**src/rtl/ll_sc_resv_monitor.sv**
```systemverilog
// rtl/ll_sc_resv_monitor.sv - MIPS32 LL/SC reservation monitor between the core MEM stage and data_ram
module ll_sc_resv_monitor #(
    parameter int GRAN_BITS    = 2,
    parameter int RESV_TIMEOUT = 0
) (
    input  logic        clk,
    input  logic        rst,
    input  logic        cpu_req,
    input  logic [1:0]  cpu_op,
    input  logic        cpu_we,
    input  logic [31:0] cpu_addr,
    input  logic [3:0]  cpu_sel,
    input  logic [31:0] cpu_wdata,
    input  logic        excp_clear,
    input  logic        snp_we,
    input  logic [31:0] snp_addr,
    output logic        ram_ce,
    output logic        ram_we,
    output logic [31:0] ram_addr,
    output logic [3:0]  ram_sel,
    output logic [31:0] ram_wdata,
    input  logic [31:0] ram_rdata,
    output logic        cpu_ack,
    output logic [31:0] cpu_rdata,
    output logic        resv_valid,
    output logic [31:0] resv_addr
);

    typedef enum logic {
        ST_IDLE   = 1'b0,
        ST_LINKED = 1'b1
    } state_t;

    localparam logic [1:0]  OP_LL     = 2'b01;
    localparam logic [1:0]  OP_SC     = 2'b10;
    localparam logic [31:0] GRAN_MASK = ~((32'd1 << GRAN_BITS) - 32'd1);
    localparam bit          TMO_EN    = (RESV_TIMEOUT != 0);
    localparam logic [15:0] TMO_LAST  = (RESV_TIMEOUT == 0) ? 16'd0 : 16'(RESV_TIMEOUT - 1);

    state_t      state_q, state_d;
    logic [31:0] resv_addr_q, resv_addr_d;
    logic [15:0] timer_q, timer_d;
    logic        ack_q, ack_d;
    logic        is_sc_q, is_sc_d;
    logic        sc_ok_q, sc_ok_d;

    logic linked;
    logic cpu_hit;
    logic snp_hit;
    logic is_ll;
    logic is_sc;
    logic is_norm_store;
    logic sc_ok;

    assign linked        = (state_q == ST_LINKED);
    assign cpu_hit       = ((cpu_addr ^ resv_addr_q) & GRAN_MASK) == 32'd0;
    assign snp_hit       = linked & snp_we & (((snp_addr ^ resv_addr_q) & GRAN_MASK) == 32'd0);
    assign is_ll         = cpu_req & (cpu_op == OP_LL);
    assign is_sc         = cpu_req & (cpu_op == OP_SC);
    // op 2'b11 is reserved and behaves as an ordinary access
    assign is_norm_store = cpu_req & cpu_we & (cpu_op != OP_LL) & (cpu_op != OP_SC);
    assign sc_ok         = linked & cpu_hit & ~snp_hit & ~excp_clear;

    always_comb begin
        ram_ce    = 1'b0;
        ram_we    = 1'b0;
        ram_addr  = 32'd0;
        ram_sel   = 4'd0;
        ram_wdata = 32'd0;
        if (!rst) begin
            ram_ce    = cpu_req;
            ram_we    = cpu_req & cpu_we & (~is_sc | sc_ok);
            ram_addr  = cpu_addr;
            ram_sel   = cpu_sel;
            ram_wdata = cpu_wdata;
        end
    end

    always_comb begin
        state_d     = state_q;
        resv_addr_d = resv_addr_q;
        timer_d     = timer_q;
        if (excp_clear) begin
            state_d = ST_IDLE;
            timer_d = 16'd0;
        end else if (snp_hit) begin
            state_d = ST_IDLE;
            timer_d = 16'd0;
        end else if (is_sc) begin
            state_d = ST_IDLE;
            timer_d = 16'd0;
        end else if (is_ll) begin
            state_d     = ST_LINKED;
            resv_addr_d = cpu_addr & GRAN_MASK;
            timer_d     = 16'd0;
        end else if (linked && is_norm_store && cpu_hit) begin
            state_d = ST_IDLE;
            timer_d = 16'd0;
        end else if (linked && TMO_EN && (timer_q == TMO_LAST)) begin
            state_d = ST_IDLE;
            timer_d = 16'd0;
        end else if (linked && (timer_q != 16'hFFFF)) begin
            timer_d = timer_q + 16'd1;
        end
    end

    always_comb begin
        ack_d   = cpu_req;
        is_sc_d = is_sc;
        sc_ok_d = is_sc & sc_ok;
    end

    always_ff @(posedge clk) begin
        if (rst) begin
            state_q     <= ST_IDLE;
            resv_addr_q <= 32'd0;
            timer_q     <= 16'd0;
            ack_q       <= 1'b0;
            is_sc_q     <= 1'b0;
            sc_ok_q     <= 1'b0;
        end else begin
            state_q     <= state_d;
            resv_addr_q <= resv_addr_d;
            timer_q     <= timer_d;
            ack_q       <= ack_d;
            is_sc_q     <= is_sc_d;
            sc_ok_q     <= sc_ok_d;
        end
    end

    // ram_rdata arrives the cycle after ram_ce, so load data is muxed in unregistered
    always_comb begin
        cpu_rdata = 32'd0;
        if (ack_q) begin
            cpu_rdata = is_sc_q ? {31'd0, sc_ok_q} : ram_rdata;
        end
    end

    assign cpu_ack    = ack_q;
    assign resv_valid = linked;
    assign resv_addr  = resv_addr_q;

endmodule
```
**config.mk**
```make
export PLATFORM = sky130hd
export DESIGN_NAME = ll_sc_resv_monitor
export DESIGN_NICKNAME = d
export VERILOG_FILES = /design/src/rtl/ll_sc_resv_monitor.sv
export SDC_FILE = /design/constraint.sdc
export NUM_CORES = 1
export LEC_CHECK = 0
export CORE_AREA = 5 5 103 105
export CTS_CLUSTER_DIAMETER = 120
export CTS_CLUSTER_SIZE = 14
export DETAILED_ROUTE_END_ITERATION = 7
export DIE_AREA = 0 0 108 110
export DONT_BUFFER_PORTS = 1
export PLACE_DENSITY_LB_ADDON = 0.08
export SLEW_MARGIN = 20
export SYNTH_ARGS = -nofsm -noshare
export SYNTH_HDL_FRONTEND = slang
export SYNTH_SLANG_ARGS = --single-unit
```
**constraint.sdc**
```tcl
create_clock -name clk -period 2.3 [get_ports clk]
set_input_delay 0.115 -clock clk [delete_from_list [all_inputs] [get_ports clk]]
set_output_delay 0.115 -clock clk [all_outputs]
set_load 0.05 [all_outputs]
```
# Word level (Yosys, flattened, before mapping)
# Index checks and enable logic that the tools add are counted.
# Widths: inputs -> output; s select.
dict set report op_classes {
  reduce_logical 7
  bitwise 18
  n_eq_ne 4
  mux 9
}
# op n
set ops {}
lappend ops {{$mux 32} 4}
lappend ops {{$logic_not 32->1} 2}
lappend ops {{$xor 32x32->32} 2}
lappend ops {{$and 1x1->1} 12}
lappend ops {{$mux 1} 4}
lappend ops {{$mux 4} 1}
lappend ops {{$reduce_and 4->1} 1}
lappend ops {{$reduce_or 4->1} 1}
lappend ops {{$not 1->1} 3}
lappend ops {{$eq 2x1->1 const B} 1}
lappend ops {{$eq 2x2->1 const B} 1}
lappend ops {{$logic_and 1x1->1} 2}
lappend ops {{$ne 2x1->1 const B} 1}
lappend ops {{$ne 2x2->1 const B} 1}
lappend ops {{$reduce_bool 2->1} 1}
lappend ops {{$or 1x1->1} 1}
dict set report totals {
  elab_cells 43
  input_bits 140
  out_inout_bits 136
  regBits 34
}

# Logic depth before layout (Yosys ltp)
dict set report depth {
  depth_word 9
  ltp_mapped 6
  mapped_depth_nobuf 5
}

# Worst setup path after synthesis
# No wires, ideal clock.
dict set report synth_path {
  path_type {reg2out}
  startpoint {reg resv_addr_q[15] (netlist: resv_addr[15])}
  endpoint {out ram_we}
  setup_slack_ps 17
  stages_incl_launch_ff 6
  path_buffers 0
  required_time_ps 2185
  arrival_time_ps 2168
  path_cell_list {dfxtp_1 > xnor2_1 > nand4_1 > nor4_1 > nand4_1 > o22ai_1}
}
dict set report synth_between {
  elab_chain_len 9
}
# item line_no
set synth_lines {}
lappend synth_lines {{start: declaration} 41} ;# logic [31:0] resv_addr_q, resv_addr_d;
lappend synth_lines {{start signal: assignment} 123} ;# resv_addr_q <= resv_addr_d;
lappend synth_lines {{$xor 32x32->32} 57} ;# assign snp_hit = linked & snp_we & (((snp_addr ^ resv_addr_q) & GRAN_MASK) == 32'd0);
lappend synth_lines {{$logic_not 32->1} 57}
lappend synth_lines {{$and 1x1->1} 57}
lappend synth_lines {{$not 1->1 (no line)} -}
lappend synth_lines {{$and 1x1->1 * (2 in series)} 62} ;# assign sc_ok = linked & cpu_hit & ~snp_hit & ~excp_clear;
lappend synth_lines {{$or 1x1->1 *} 72} ;# ram_we = cpu_req & cpu_we & (~is_sc | sc_ok);
lappend synth_lines {{$and 1x1->1 *} 72}
lappend synth_lines {{$mux 1 *} 70} ;# if (!rst) begin
lappend synth_lines {{end: declaration} 18} ;# output logic ram_we,
# Every way passes the cells marked *; elsewhere a longest branch is shown, timed or not.

# Final worst setup path
dict set report layout_path {
  startpoint {reg resv_addr_q[22] (netlist: resv_addr[22])}
  endpoint {out ram_we}
}
# The elaborated chain is that of the path after synthesis.

==> reports/qor.csv <==
metric;value;unit
worstSetupStartpoint;resv_addr[22];
drv_cap;0;
ant_nets;0;
hold_violations;0;
grt_pass1_vias;2626;
clkSinkCount;34;
portBuffers;0;
num_rows;36;
clockPowerShare;0.262;
final_layout_size_suffix_gt1_frac;0.356;
seq_area;681;um^2
slew_headroom;0.359;
fin_hold_ws;0.0306;ns
syn_avg_cell_area;9.00;um^2
cpPeakStageDelay;0.36;ns
swShare;0.415;
final_area;4310;um^2
grt_usage;0.177;
cts_max_level;2;
coreArea;9550;um^2
crit_family;simple AND/OR/NAND/NOR gates;
finalWirelength;11.3;mm
cts_tree;built;
hpwl;9.65;mm
status;complete, no violations;
globalplace.congestion;0.785;
synth-seq-area-share;0.233;
synth_top_area_share;0.233;
cp.arrival;2.11;ns
drt_first_pass_iters;4;
final_nets;558;
worst-path-buf-inv;2;
drc;0;
synthCells;325;
ir_drop;0.194;mV
postCtsSetupBuffers;0;
cts_max_path_buffers;2;
power.total;1900;uW
insertion_delay;0.29;ns
grt_max_degree;101;
cp_cell_sequence;buf_4 > xnor2_1 > nand4_1 > nor4_1 > nand4_1 > o22ai_1 > buf_4;
io_pins;276;
die_w;108;um
drt_iter0_drc;104;
nFillCells;956;
endpoint;ram_we;
antenna_found_initial;0;
tns;0;ns
cts_root_buf;clkbuf_8;
critPathLaunchType;flop;
crit_type;flop to output port;
viasPerCell;4.71;
r2r_setup_slack;0.24;ns
die_h;110;um
yosysWarnings;0;
max_freq;450;MHz
rsz0062_at_grt;no;
cp_max_fo;3;
syn2layout_area_growth;47.3;%
fin_crit_sh;0.967;
grt_pass1_wl;15.8;mm
synth_area_leader_cell;dfxtp_1;
multiInputGateArea;2180;um^2
vias;2598;
max_slew.worst_pin.slew;0.960;ns
cts_made_buffers;5;
ys_ff_latch;34;
final_util;0.451;
min_period;2.22;ns
seqPwrFrac;0.323;
crit_path_end_kind;output port;
finalMaxSlewViolations;0;
p_per_area;441;nW/um^2
setup_viol;0;
rr_startpoint;resv_addr[28];
clk_pin_slew;0.08;ns
r2r_cells;7;
synth_area_leaders;dfxtp_1 (23%), nor2b_1 (22%), mux2_4 (15%);
routedWlPerCell;20.5;um
r2r_end;resv_addr[7];
worst-path-stages;7;
placed_cell_area;4170;um^2
cp_slowest_cell;nor4_1;
dieArea;11900;um^2
combPwrFrac;0.415;
initial_core_util;0.306;
switching_power;790;uW
antennaDiodeCount;0;
p_int;1110;uW
synth_cell_types;27;
hp-class;input port to flop;
crit_required;2.18;ns
p_leak;0.00172;uW
clock_skew;0.0112;ns
synth_area;2930;um^2
gr-total-overflow;0;
==> synthesized netlist by cell type <==
cell      instances
nand3_1           3
conb_1            1
nand3b_1          1
nor2b_1         102
nand2_1           2
xor2_1           14
nor4_1            6
a21o_1            1
buf_4             2
clkbuf_1         14
dfxtp_1          34
nor4_4            1
nand4_1          19
or4_1             2
and2_1           32
nor2_1            1
xnor2_1          47
buf_6             3
a21oi_1           2
nor4b_1           1
nand2b_1          1
a211oi_4          1
nor3_1            2
o22ai_1           1
and4_4            1
mux2_4           30
mux2i_1           1
==> worst min-delay path by stage <==
stage               slack [ns]         end  startpoint  cells past startpoint
floorplan                 0.31     sc_ok_q  excp_clear                      2
global placement          0.21  resv_valid         rst                      1
detailed placement        0.22  resv_valid         rst                      1
CTS                       0.03  resv_valid  excp_clear                      2
global route              0.05     is_sc_q   cpu_op[0]                      2
finish                    0.03  resv_valid  excp_clear                      2
==> stage by stage <==
step	std cells	setup WS [ns]
after detailed placement	543	0.117
after floorplan	326	0.0170
after global routing	552	0.00434
after CTS	552	0.0152
final	552	0.0765
after global placement	543	0.138
==> kinds of logic (layout without fill, tap and decap cells) <==
logic type	Yosys count	in the layout	synth area share
AND/OR/NAND/NOR	174	174	0.376
flip-flops	34	34	0.233
buffers and inverters	19	112	0.0346
other	1	2	0.00128
XOR/XNOR	61	61	0.183
AO/OA/AOI/OAI	5	5	0.0150
multiplexers	31	31	0.157
==> final cells by class <==
cell class,instances,share of cell area
multi-input combinational,273,0.507
timing repair buffer,104,0.275
sequential,34,0.158
tap,133,0.0386
clock buffer,6,0.0192
clock inverter,2,0.00290
==> power by group through the flow <==
stage | logic, uW | clock network [uW] | registers [uW]
3_3_place_gp | 788 | 0 | 628
6_report | 789 | 498 | 615
3_5_place_dp | 788 | 0 | 628
5_1_grt | 822 | 540 | 617
2_1_floorplan | 538 | 0 | 674
4_1_cts | 794 | 515 | 615
==> layout by cell type, fill, tap and decap left out, types with 2 or more instances in the layout <==
master	n
nand2_1	2
clkbuf_8	6
buf_4	71
xor2_1	14
a21oi_1	2
xnor2_1	44
dfxtp_1	34
or4_1	2
conb_1	2
nand3_1	3
nand4_1	19
buf_12	32
xnor2_2	3
nor2b_1	102
nor4_2	2
mux2_4	30
nor4_1	4
and2_1	32
nor3_1	2
==> flip-flops by register name, summed over array words and instances (netlist names) <==
signal	cells
resv_addr	30
cpu_ack	1
is_sc_q	1
resv_valid	1
sc_ok_q	1
==> repair_timing <==
| action | in CTS | in global routing |
|---|---|---|
| endpoints found under the setup margin | 1 | 1 |
| hold endpoints to repair | 1 | 0 |
| hold buffers | 1 | 0 |
| gates resized for setup | 2 | 3 |
| pin swaps | 0 | 0 |
==> layer usage <==
metal  global-route usage  routed length, um  part of all wire  up-vias
met5                    0                  0                 0        -
met4               0.0460                155             0.014        0
met3               0.0815               1520              0.13       11
met2                0.309               5580              0.49      169
met1                0.194               4060              0.36     1175
li1                     -                  -                 -     1243
No activity file was read; power rests on OpenSTA's default activity.
